[config.mk]
export PLATFORM = sky130hd
export DESIGN_NAME = debounce_sync
export DESIGN_NICKNAME = d
export VERILOG_FILES = /design/src/rtl/debounce_pkg.sv /design/src/rtl/sync_2ff.sv /design/src/rtl/debounce_sync.sv
export SDC_FILE = /design/constraint.sdc
export NUM_CORES = 1
export LEC_CHECK = 0
export CORE_MARGIN = 3
export CORE_UTILIZATION = 30
export DETAILED_ROUTE_END_ITERATION = 8
export PLACE_DENSITY = 0.6
export SYNTH_ARGS = -nofsm -noshare
export SYNTH_HDL_FRONTEND = slang
export SYNTH_SLANG_ARGS = --single-unit
[constraint.sdc]
create_clock -name clk_i -period 1.35 [get_ports clk_i]
set_input_delay 0.2025 -clock clk_i [delete_from_list [all_inputs] [get_ports clk_i]]
set_output_delay 0.2025 -clock clk_i [all_outputs]
set_load 0.03 [all_outputs]
[src/rtl/debounce_pkg.sv]
// Shared types and sizing helpers for the debouncer and its synchronizer.
package debounce_pkg;

    typedef enum logic {
        STABLE = 1'b0,
        WAIT   = 1'b1
    } debounce_state_e;

    // Wide enough to hold stable_count_p itself, so the count never wraps.
    function automatic int debounce_cnt_width(input int stable_count);
        return $clog2(stable_count + 1);
    endfunction

endpackage

[src/rtl/sync_2ff.sv]
// Two-flop synchronizer for a single asynchronous bit; reusable for any raw input.
module sync_2ff #(
    parameter logic reset_val_p = 1'b0
) (
    input  logic clk_i,
    input  logic reset_n_i,
    input  logic d_i,
    output logic q_o
);

    logic s1_q;
    logic s2_q;

    // NOTE: sequential state uses non-blocking assignments so s1_q -> s2_q shifts by one flop per edge.
    always_ff @(posedge clk_i) begin
        if (!reset_n_i) begin
            s1_q <= reset_val_p;
            s2_q <= reset_val_p;
        end else begin
            s1_q <= d_i;
            s2_q <= s1_q;
        end
    end

    assign q_o = s2_q;

endmodule

[src/rtl/debounce_sync.sv]
// Debounces a raw input: synchronize, require stable_count_p qualified disagreeing samples, then commit.
module debounce_sync
    import debounce_pkg::*;
#(
    parameter int   stable_count_p = 16,
    parameter logic reset_val_p    = 1'b0
) (
    input  logic clk_i,
    input  logic reset_n_i,
    input  logic btn_i,
    input  logic en_i,
    output logic level_o,
    output logic rise_o,
    output logic fall_o
);

    localparam int                  cnt_w_lp    = debounce_cnt_width(stable_count_p);
    localparam logic [cnt_w_lp-1:0] last_cnt_lp = cnt_w_lp'(stable_count_p - 1);
    localparam logic [cnt_w_lp-1:0] one_lp      = cnt_w_lp'(1);

    logic                  s2;
    debounce_state_e       state_q;
    logic [cnt_w_lp-1:0]   count_q;
    logic                  level_q;
    logic                  rise_q;
    logic                  fall_q;

    sync_2ff #(
        .reset_val_p(reset_val_p)
    ) u_sync (
        .clk_i    (clk_i),
        .reset_n_i(reset_n_i),
        .d_i      (btn_i),
        .q_o      (s2)
    );

    // NOTE: reset is sampled on the clock edge, so it sits inside the clocked branch, not the sensitivity list.
    always_ff @(posedge clk_i) begin
        if (!reset_n_i) begin
            state_q <= STABLE;
            count_q <= '0;
            level_q <= reset_val_p;
            rise_q  <= 1'b0;
            fall_q  <= 1'b0;
        end else begin
            rise_q <= 1'b0;
            fall_q <= 1'b0;
            case (state_q)
                STABLE: begin
                    if (en_i && (s2 != level_q)) begin
                        state_q <= WAIT;
                        count_q <= one_lp;
                    end else begin
                        count_q <= '0;
                    end
                end
                WAIT: begin
                    // Any edge where the input agrees with the level again is a glitch; drop the run.
                    if (s2 == level_q) begin
                        state_q <= STABLE;
                        count_q <= '0;
                    end else if (en_i && (count_q == last_cnt_lp)) begin
                        state_q <= STABLE;
                        count_q <= '0;
                        level_q <= s2;
                        rise_q  <= s2;
                        fall_q  <= ~s2;
                    end else if (en_i) begin
                        count_q <= count_q + one_lp;
                    end
                end
                default: begin
                    state_q <= STABLE;
                    count_q <= '0;
                end
            endcase
        end
    end

    assign level_o = level_q;
    assign rise_o  = rise_q;
    assign fall_o  = fall_q;

endmodule

## After elaboration in Yosys (flattened, before gate mapping)

Index checks and enable logic that the tools add are counted.

- Bits in registers: 11
- Input bits: 4
- Output and inout bits: 3
- Word-level logic and storage cells: 30

- Add/subtract/negate cells: 1
- Eq/ne operators: 4
- Mux-type cells: 9
- Bitwise logic cells: 5
- Reductions and logical operators: 4

Operator list:

| kind | count |
|---|---|
| two-way mux 5 bit | 3 |
| one-hot mux 5 bit (2 select lines) | 1 |
| adder 5 x 1 -> 5 bit, second input constant | 1 |
| == test 5 x 4 -> 1 bit, second input constant | 1 |
| inverter 1 bit | 5 |
| two-way mux 1 bit | 4 |
| != test 4 x 2 -> 1 bit, second input constant | 1 |
| OR reduction 4 bit | 1 |
| AND reduction 3 bit | 1 |
| logical AND 1 bit | 2 |
| one-hot mux 1 bit (2 select lines) | 1 |
| == test 1 bit | 1 |
| != test 1 bit | 1 |

## Logic depth before layout (Yosys ltp)

Gate-level depths: netlist of the first run.

- Depth after elaboration: 5
- Gate-level depth with buffers: 4
- Depth with buffers taken out: 4

## Cells and area by module

A second synthesis of the first run with hierarchy kept.

- Cell total of the unflattened synthesis: 44
- Area total of the unflattened synthesis: 450.4 um2

Modules (own cells, without submodules):

| module | instances | cells an instance | area each (um2) | sequential area each (um2) |
|---|---|---|---|---|
| debounce_sync | 1 | 40 | 397.9 | 180.2 |
| sync_2ff | 1 | 4 | 52.6 | 40.0 |

## Worst setup path before layout of the first run

OpenSTA, ideal clock, no wires.

- Path kind: reg2reg
- Start: register level_q, in the netlist level_o
- End: register rise_q, in the netlist rise_o
- Setup time: 0.116 ns
- Arrival time: 1.084 ns
- Required time: 1.234 ns
- Path slack: 0.149 ns
- Stages on the path, launching flop included: 4
- Buffers on the path: 0
- Clock period less this slack: 1.201 ns
- Path through: dfxtp_1 > xor2_2 > and3_2 > and3_2

- Cells in the longest elaborated chain, start to end: 2

RTL lines:

| item | RTL line | text |
|---|---|---|
| from (decl) | debounce_sync.sv:24 | `logic level_q;` |
| from (signal assigned) | debounce_sync.sv:42 | `level_q <= reset_val_p;` |
| == test 1 bit | debounce_sync.sv:59 | `if (s2 == level_q) begin` |
| OR reduction 4 bit (no line) | n/a |  |
| to (signal assigned) | debounce_sync.sv:43 | `rise_q <= 1'b0;` |
| to (signal assigned) | debounce_sync.sv:46 | `rise_q <= 1'b0;` |
| to (signal assigned) | debounce_sync.sv:66 | `rise_q <= s2;` |
| to (decl) | debounce_sync.sv:25 | `logic rise_q;` |

Every way passes these cells.
A chain may end at the register's enable or synchronous reset.

## Final worst setup path of the first run

- Start: input port en_i
- End: register level_q, in the netlist level_o

- Cells in the longest elaborated chain, start to end: 2

RTL lines:

| item | RTL line | text |
|---|---|---|
| from (decl) | debounce_sync.sv:11 | `input logic en_i,` |
| logical AND 1 bit | debounce_sync.sv:62 | `end else if (en_i && (count_q == last_cnt_lp)) begin` |
| AND reduction 3 bit (no line) | n/a |  |

Every way passes these cells.

==> metrics, run 1 <==
Cell variety after synth 21; total wire length 759 um; Max H-tree Level 1; fmax 814 MHz; CP required 1540 ps; Ant. Diodes 0; synthesized area per cell 9.74 sq um; Clock Tree Root clkbuf_4; Post-Synth XOR/XNOR Area 7.54%; FILL cells 148; via count 333; Final Wtd Congestion 0.682; slew margin rel. 77.3%; RSZ-0062 raised after global routing false; CTS tree yes; Area contributors post-synth dfxtp_1 49%, nand2_1 5.0%, nor3_1 4.5%; CTS Hold Bufs 0; Chip Height 44.6 um; commonest non-fill, non-tap cell in the layout dfxtp_1; first-pass GRT wire length 1170 um; crit path max-delay cell type clkdlybuf4s50_1; gr usage total 8.29%; r2r endpoint level_o; initial DRC count 1; Slew @ Worst Pin 338 ps; most frequent cells in the layout 11 x dfxtp_1, 6 x nand2_1; largest net degree at the start of global routing 9; Initial Util 33.2%; Synth Area in Compound Gates 3.35%; # clock sinks 11; Final period util 91.0%; clock transition at the registers of the reported paths 70 ps; Synth Instances 46; register area share after synthesis 49.2%; Layout Nets 63; CP endpoint kind flop; async set-or-reset flop fraction in the synthesized netlist 0%; port buffer count 6; Hold Vio Cnt, Final 0; initial antenna violation count 0; clock period minus worst slack 1230 ps; Yosys top cell by area dfxtp_1; Seq cells post-synth 11; Setup TNS 0 ps; crit path cell chain clkdlybuf4s50_1 -> nand3_1 -> nor3_1 -> mux2i_1; max incr delay on CP 610 ps; Inserted Clock Buffers 3; Data arrival, critical path 1420 ps; crit start category input port; Synth Area in Adders 2.79%; via/cell ratio 4.63; DR pass1 iterations 4; Final ANT Viol Nets 0; Leak 0.213 nW; GR Overflow Total 0; post-synthesis simple-gate area fraction 30.7%; Max Root-Sink Buffers 2; status finished clean; Mapped Nets 51; Post-CTS Setup Bufs 0; Crit Path Class in -> reg; Die ar. 1990 sq um; drt drc 0; layout cells sized above 1 19.3%; synth-to-layout area growth 25.4%; Mapped Area 448 sq um; Die W 44.6 um; top-area cell type share of the netlist area 49.2%; post-synthesis mux area share 4.75%; clk_skew 2.47 ps; R2R Setup Slk 130 ps; Max Cap Violations 0; Routed WL per cell 10.5 um; I/O Pins 7; Most used DFF post-synth dfxtp_1; critical hold path startpoint u_sync.s1_q; fin cells 72; largest family of logic cells by synthesized area simple AND/OR/NAND/NOR gates; maximum VDD drop 0.369 mV; number of flops mapped to enable cells by yosys 0; Finish-stage setup viols 0; Worst Hold Class reg -> reg; Placed Cells incl. Taps 68; PwrDens 1020 nW/um^2; Worst-Skew Late Latency 260 ps; Crit Reg-Reg Startpoint count_q[0]; synth warn 0; vias in the first global route 265; crit-path max FO 8; DP HPWL 562 um; FP Rows 13; Hold Slack 437 ps; worst setup path end level_o; Final Max Tran Viols 0; Core Area 1350 sq um; FF-to-FF path depth 4; Critical Path Start en_i
## metal layers
layer	vias to the layer above	track usage, %	part of all wire, %
met3	2	1.22	3.4
li1	180	-	-
met1	145	11.2	48
met4	0	7.23	1.2
met5	-	0	0
met2	6	11.2	47
## layout make-up
type                            count  area (sq um)  share of cell area (%)
Clock buffer                        4          26.3                    4.68
Timing Repair Buffer                8          71.3                    12.7
Sequential cell                    11           220                    39.2
Tap cell                           15          18.8                    3.34
Multi-Input combinational cell     34           225                    40.1
## synth_stat cells (2+ instances only)
master / number
dfxtp_1: 11
nand2_1: 6
nor3_1: 4
nor2_1: 3
a21oi_1: 2
and2_1: 2
and3_2: 2
nand3_1: 2
xor2_1: 2
## worst min path at each step
stage | end | slack [ps] | cells after the start
final | u_sync.q_o | 440 | 1
after detailed placement | u_sync.q_o | 420 | 1
after CTS | u_sync.q_o | 440 | 1
after global routing | u_sync.q_o | 460 | 1
after floorplan | u_sync.q_o | 320 | 1
after global placement | u_sync.q_o | 420 | 1
## logic make-up (layout without fill, tap and decap cells)
group,count (synthesis),after routing
AO/OA/AOI/OAI,3,3
XOR/XNOR,3,3
adder cells (fa/ha/maj),1,1
buffers and inverters,1,12
flip-flops,11,11
multiplexers,2,2
AND/OR/NAND/NOR,25,25
## power by group
part | internal, mW | switching (mW) | total, mW | leakage [nW]
logic | 0.0140 | 0.00984 | 0.0239 | 0.109
registers | 0.328 | 0.00344 | 0.332 | 0.0891
clock network | 0.114 | 0.105 | 0.219 | 0.0150
## flip-flops by register name, summed over array words and instances (netlist names)
register	count
level_o	1
u_sync.q_o	1
state_q	1
u_sync.s1_q	1
fall_o	1
count_q	5
rise_o	1
## through the flow
stage	area, sq um	utilization (%)	total power [mW]	setup WS (ps)
floorplan	448	-	0.352	149
detailed placement	534	39.6	0.363	-146
finish	562	41.6	0.575	122
global route	562	41.6	0.601	37.0
CTS	557	41.2	0.582	130
global placement	534	39.6	0.363	-142
## worst max-delay path, delay by kind of cell
family                 cells  cell delay [ps]
multiplexers               1              220
AND/OR/NAND/NOR            2              380
buffers and inverters      1              610
## repair_timing
item / in CTS / in global routing
gates resized for setup: 3 / 1
endpoints found under the hold margin: 0 / 0
setup endpoints to repair: 3 / 1
No activity file was read; power rests on OpenSTA's default activity.
==> run 2, diff against run 1 <==
--- a/config.mk
+++ b/config.mk
@@ -5,10 +5,11 @@
 export SDC_FILE = /design/constraint.sdc
 export NUM_CORES = 1
 export LEC_CHECK = 0
+export ABC_AREA = 1
 export CORE_MARGIN = 3
 export CORE_UTILIZATION = 30
 export DETAILED_ROUTE_END_ITERATION = 8
-export PLACE_DENSITY = 0.6
+export PLACE_DENSITY = 0.58
 export SYNTH_ARGS = -nofsm -noshare
 export SYNTH_HDL_FRONTEND = slang
 export SYNTH_SLANG_ARGS = --single-unit
==> run 2 against run 1 <==
  * Total power up 5.4%
  * Sequential share of layout area down 7.9 points
  * Worst hold slack worse by 18 ps
  * Maximum frequency down 1.9%
  * Flip-flop and latch count unchanged
  * Wire length up 31%
==> metrics, run 2 <==
Leak 0.286 nW (+34%); via/cell ratio 4.38 (-5.4%); Mapped Nets 73 (+43%); Crit Path Class reg -> out; largest net degree at the start of global routing 8 (-1); Layout Nets 87 (+38%); Crit path max-delay family buffers and inverters; CTS tree yes; FF-to-FF path depth 7 (+3); Reg with most FFs count_q; Final Wtd Congestion 0.781 (+14%); synthesized area per cell 8.34 sq um (-14%); initial antenna violation count 0 (unchanged); Seq cells post-synth 11 (unchanged); Worst Hold End u_sync.q_o; total area of sequential cells 220 sq um (unchanged); crit start category flop; top-area cell type share of the netlist area 38.9% (-10 points); most frequent cells in the layout 16 x nand2_1, 11 x dfxtp_1, 7 x inv_1; register area share after synthesis 38.9% (-10 points); drt drc 0 (unchanged); via count 464 (+39%); Max H-tree Level 1 (unchanged); Clock Tree Root clkbuf_4; Synth top cells by count 16 x nand2_1, 11 x dfxtp_1, 7 x inv_1, 5 x nand3_1; Max Cap Violations 0 (unchanged); CP endpoint kind output port; clock period minus worst slack 1250 ps (+23.2 ps); Die W 49.5 um (+11%); # clock sinks 11 (unchanged); FP Rows 15 (+2); Crit Reg-Reg Startpoint count_q[1]; total wire length 995 um (+31%); Final Util 39.9% (-1.7 points); Setup TNS 0 ps (unchanged); first-pass GRT wire length 1570 um (+34%); Max Root-Sink Buffers 2 (unchanged); maximum VDD drop 0.502 mV (+36%); Multi-input gate area 274 sq um (+22%); Hold Vio Cnt, Final 0 (unchanged); Worst Hold Class reg -> reg; Die ar. 2450 sq um (+23%); Synth Instances 68 (+48%); Final Max Tran Viols 0 (unchanged); Worst Path Buf+Inv 1 (unchanged); crit-path max FO 4 (-4); RSZ-0062 raised after global routing false; Cells on Worst Hold Path 2 (+1); max reg flops 5 (unchanged); Worst-Skew Late Latency 270 ps (about the same); Finish-stage setup viols 0 (unchanged); vias in the first global route 381 (+44%); Ant. Diodes 0 (unchanged); Inserted Clock Buffers 3 (unchanged); R2R Setup Slk 160 ps (+30 ps); Slew @ Worst Pin 301 ps (-36.9 ps); Yosys top cell by area dfxtp_1; DR pass1 iterations 4 (unchanged); DP HPWL 787 um (+40%); port buffer count 6 (unchanged); PwrDens 859 nW/um^2 (-16%); layout cells sized above 1 29.6% (+10 points); Core Area 1760 sq um (+31%); critical hold path startpoint u_sync.s1_q; fmax 799 MHz (-1.9%); clk_skew 3.40 ps (+0.927 ps); count leader, synth nand2_1; I/O Pins 7 (unchanged); slew margin rel. 80.0% (+2.7 points); number of flops mapped to enable cells by yosys 0 (unchanged); gr usage total 8.95% (+0.65 points); Routed WL per cell 9.39 um (-11%); Chip Height 49.5 um (+11%); Data arrival, critical path 1050 ps (-370 ps); clock transition at the registers of the reported paths 80 ps (about the same); r2r endpoint level_o; Final period util 92.7% (+1.7 points); status finished clean; max incr delay on CP 410 ps (-200 ps); FILL cells 195 (+32%); Final ANT Viol Nets 0 (unchanged); Cell variety after synth 21 (unchanged); synth-to-layout area growth 24.3%; commonest non-fill, non-tap cell in the layout nand2_1; CP required 1150 ps (-390 ps); crit path max-delay cell type dlygate4sd2_1; async set-or-reset flop fraction in the synthesized netlist 0% (unchanged); crit path cell chain dlygate4sd2_1; Mapped Area 567 sq um (+27%); Area contributors post-synth dfxtp_1 39%, nand2_1 11%, bufinv_8 6.2%; GR Overflow Total 0 (unchanged); Most used DFF post-synth dfxtp_1; Initial Util 32.1% (-1.1 points); initial DRC count 4 (+3); synth warn 0 (unchanged)
## run 2: logic make-up after synthesis
logic type,after synthesis,synth area share [%]
fa+ha+maj,1,2.21
buf+inv,12,12.8
flops,11,38.9
simple gates,37,38.0
xor+xnor,1,1.55
compound gates,6,6.62
## run 2: worst max path at each step
stage,start,end,slack (ps),cells past startpoint
3_3_place_gp,reset_n_i,count_q[1],10,5
4_1_cts,level_o,level_o,80,1
5_1_grt,count_q[1],level_o,20,7
2_1_floorplan,level_o,count_q[1],150,6
6_report,level_o,level_o,100,1
3_5_place_dp,reset_n_i,count_q[1],6,5
## run 2: area by class of cell
type	instances	share of cell area, %
sequential	11	31.3
inverter	12	10.3
tap	25	4.44
clock buffer	3	3.20
multi-input combinational	45	38.9
timing repair buffer	9	11.2
clock inverter	1	0.710
## run 2: report_power, final
part	total (mW)	internal, mW	switching (mW)	leakage [nW]
sequential	0.331	0.328	0.00309	0.0891
clock	0.230	0.110	0.120	0.0177
combinational	0.0441	0.0252	0.0189	0.179
## run 2: what timing repair did
action                     in CTS  in global routing
setup buffers                   0                  0
hold buffers                    0                  0
gates resized for setup         3                  0
setup endpoints to repair       3                  0
## run 2: per-layer routing
layer / GRT usage [%] / share of wire (%) / up-vias
li1: - / - / 246
met3: 2.72 / 3.5 / 4
met4: 9.68 / 3.8 / 0
met1: 10.0 / 48 / 203
met5: 0 / 0 / -
met2: 12.7 / 44 / 11
## run 2: worst register-to-register path, cell delays in order (launching register included)
cell and delay, ps:
dfxtp_1 350, ha_1 190, nand2_1 90, nor2_4 130
nand2_4 100, o21ai_1 130, nand2_1 60, nor2_1 80
## run 2: stage by stage
stage | instance area [sq um] | instances | hold slack (ps) | worst slack, ps | total power, mW
6_report | 704 | 106 | 419 | 98.7 | 0.605
5_1_grt | 704 | 106 | 444 | 21.9 | 0.634
4_1_cts | 704 | 106 | 423 | 82.2 | 0.615
3_5_place_dp | 681 | 102 | 404 | 5.69 | 0.383
3_3_place_gp | 681 | 102 | 405 | 13.2 | 0.383
2_1_floorplan | 567 | 68 | 296 | 154 | 0.361
==> run 3, diff against run 2 <==
--- a/config.mk
+++ b/config.mk
@@ -8,6 +8,7 @@
 export ABC_AREA = 1
 export CORE_MARGIN = 3
 export CORE_UTILIZATION = 30
+export CTS_CLUSTER_SIZE = 20
 export DETAILED_ROUTE_END_ITERATION = 8
 export PLACE_DENSITY = 0.58
 export SYNTH_ARGS = -nofsm -noshare
==> results of run 3 <==
The final DEF is identical to that of run 2; final timing and power are the same.
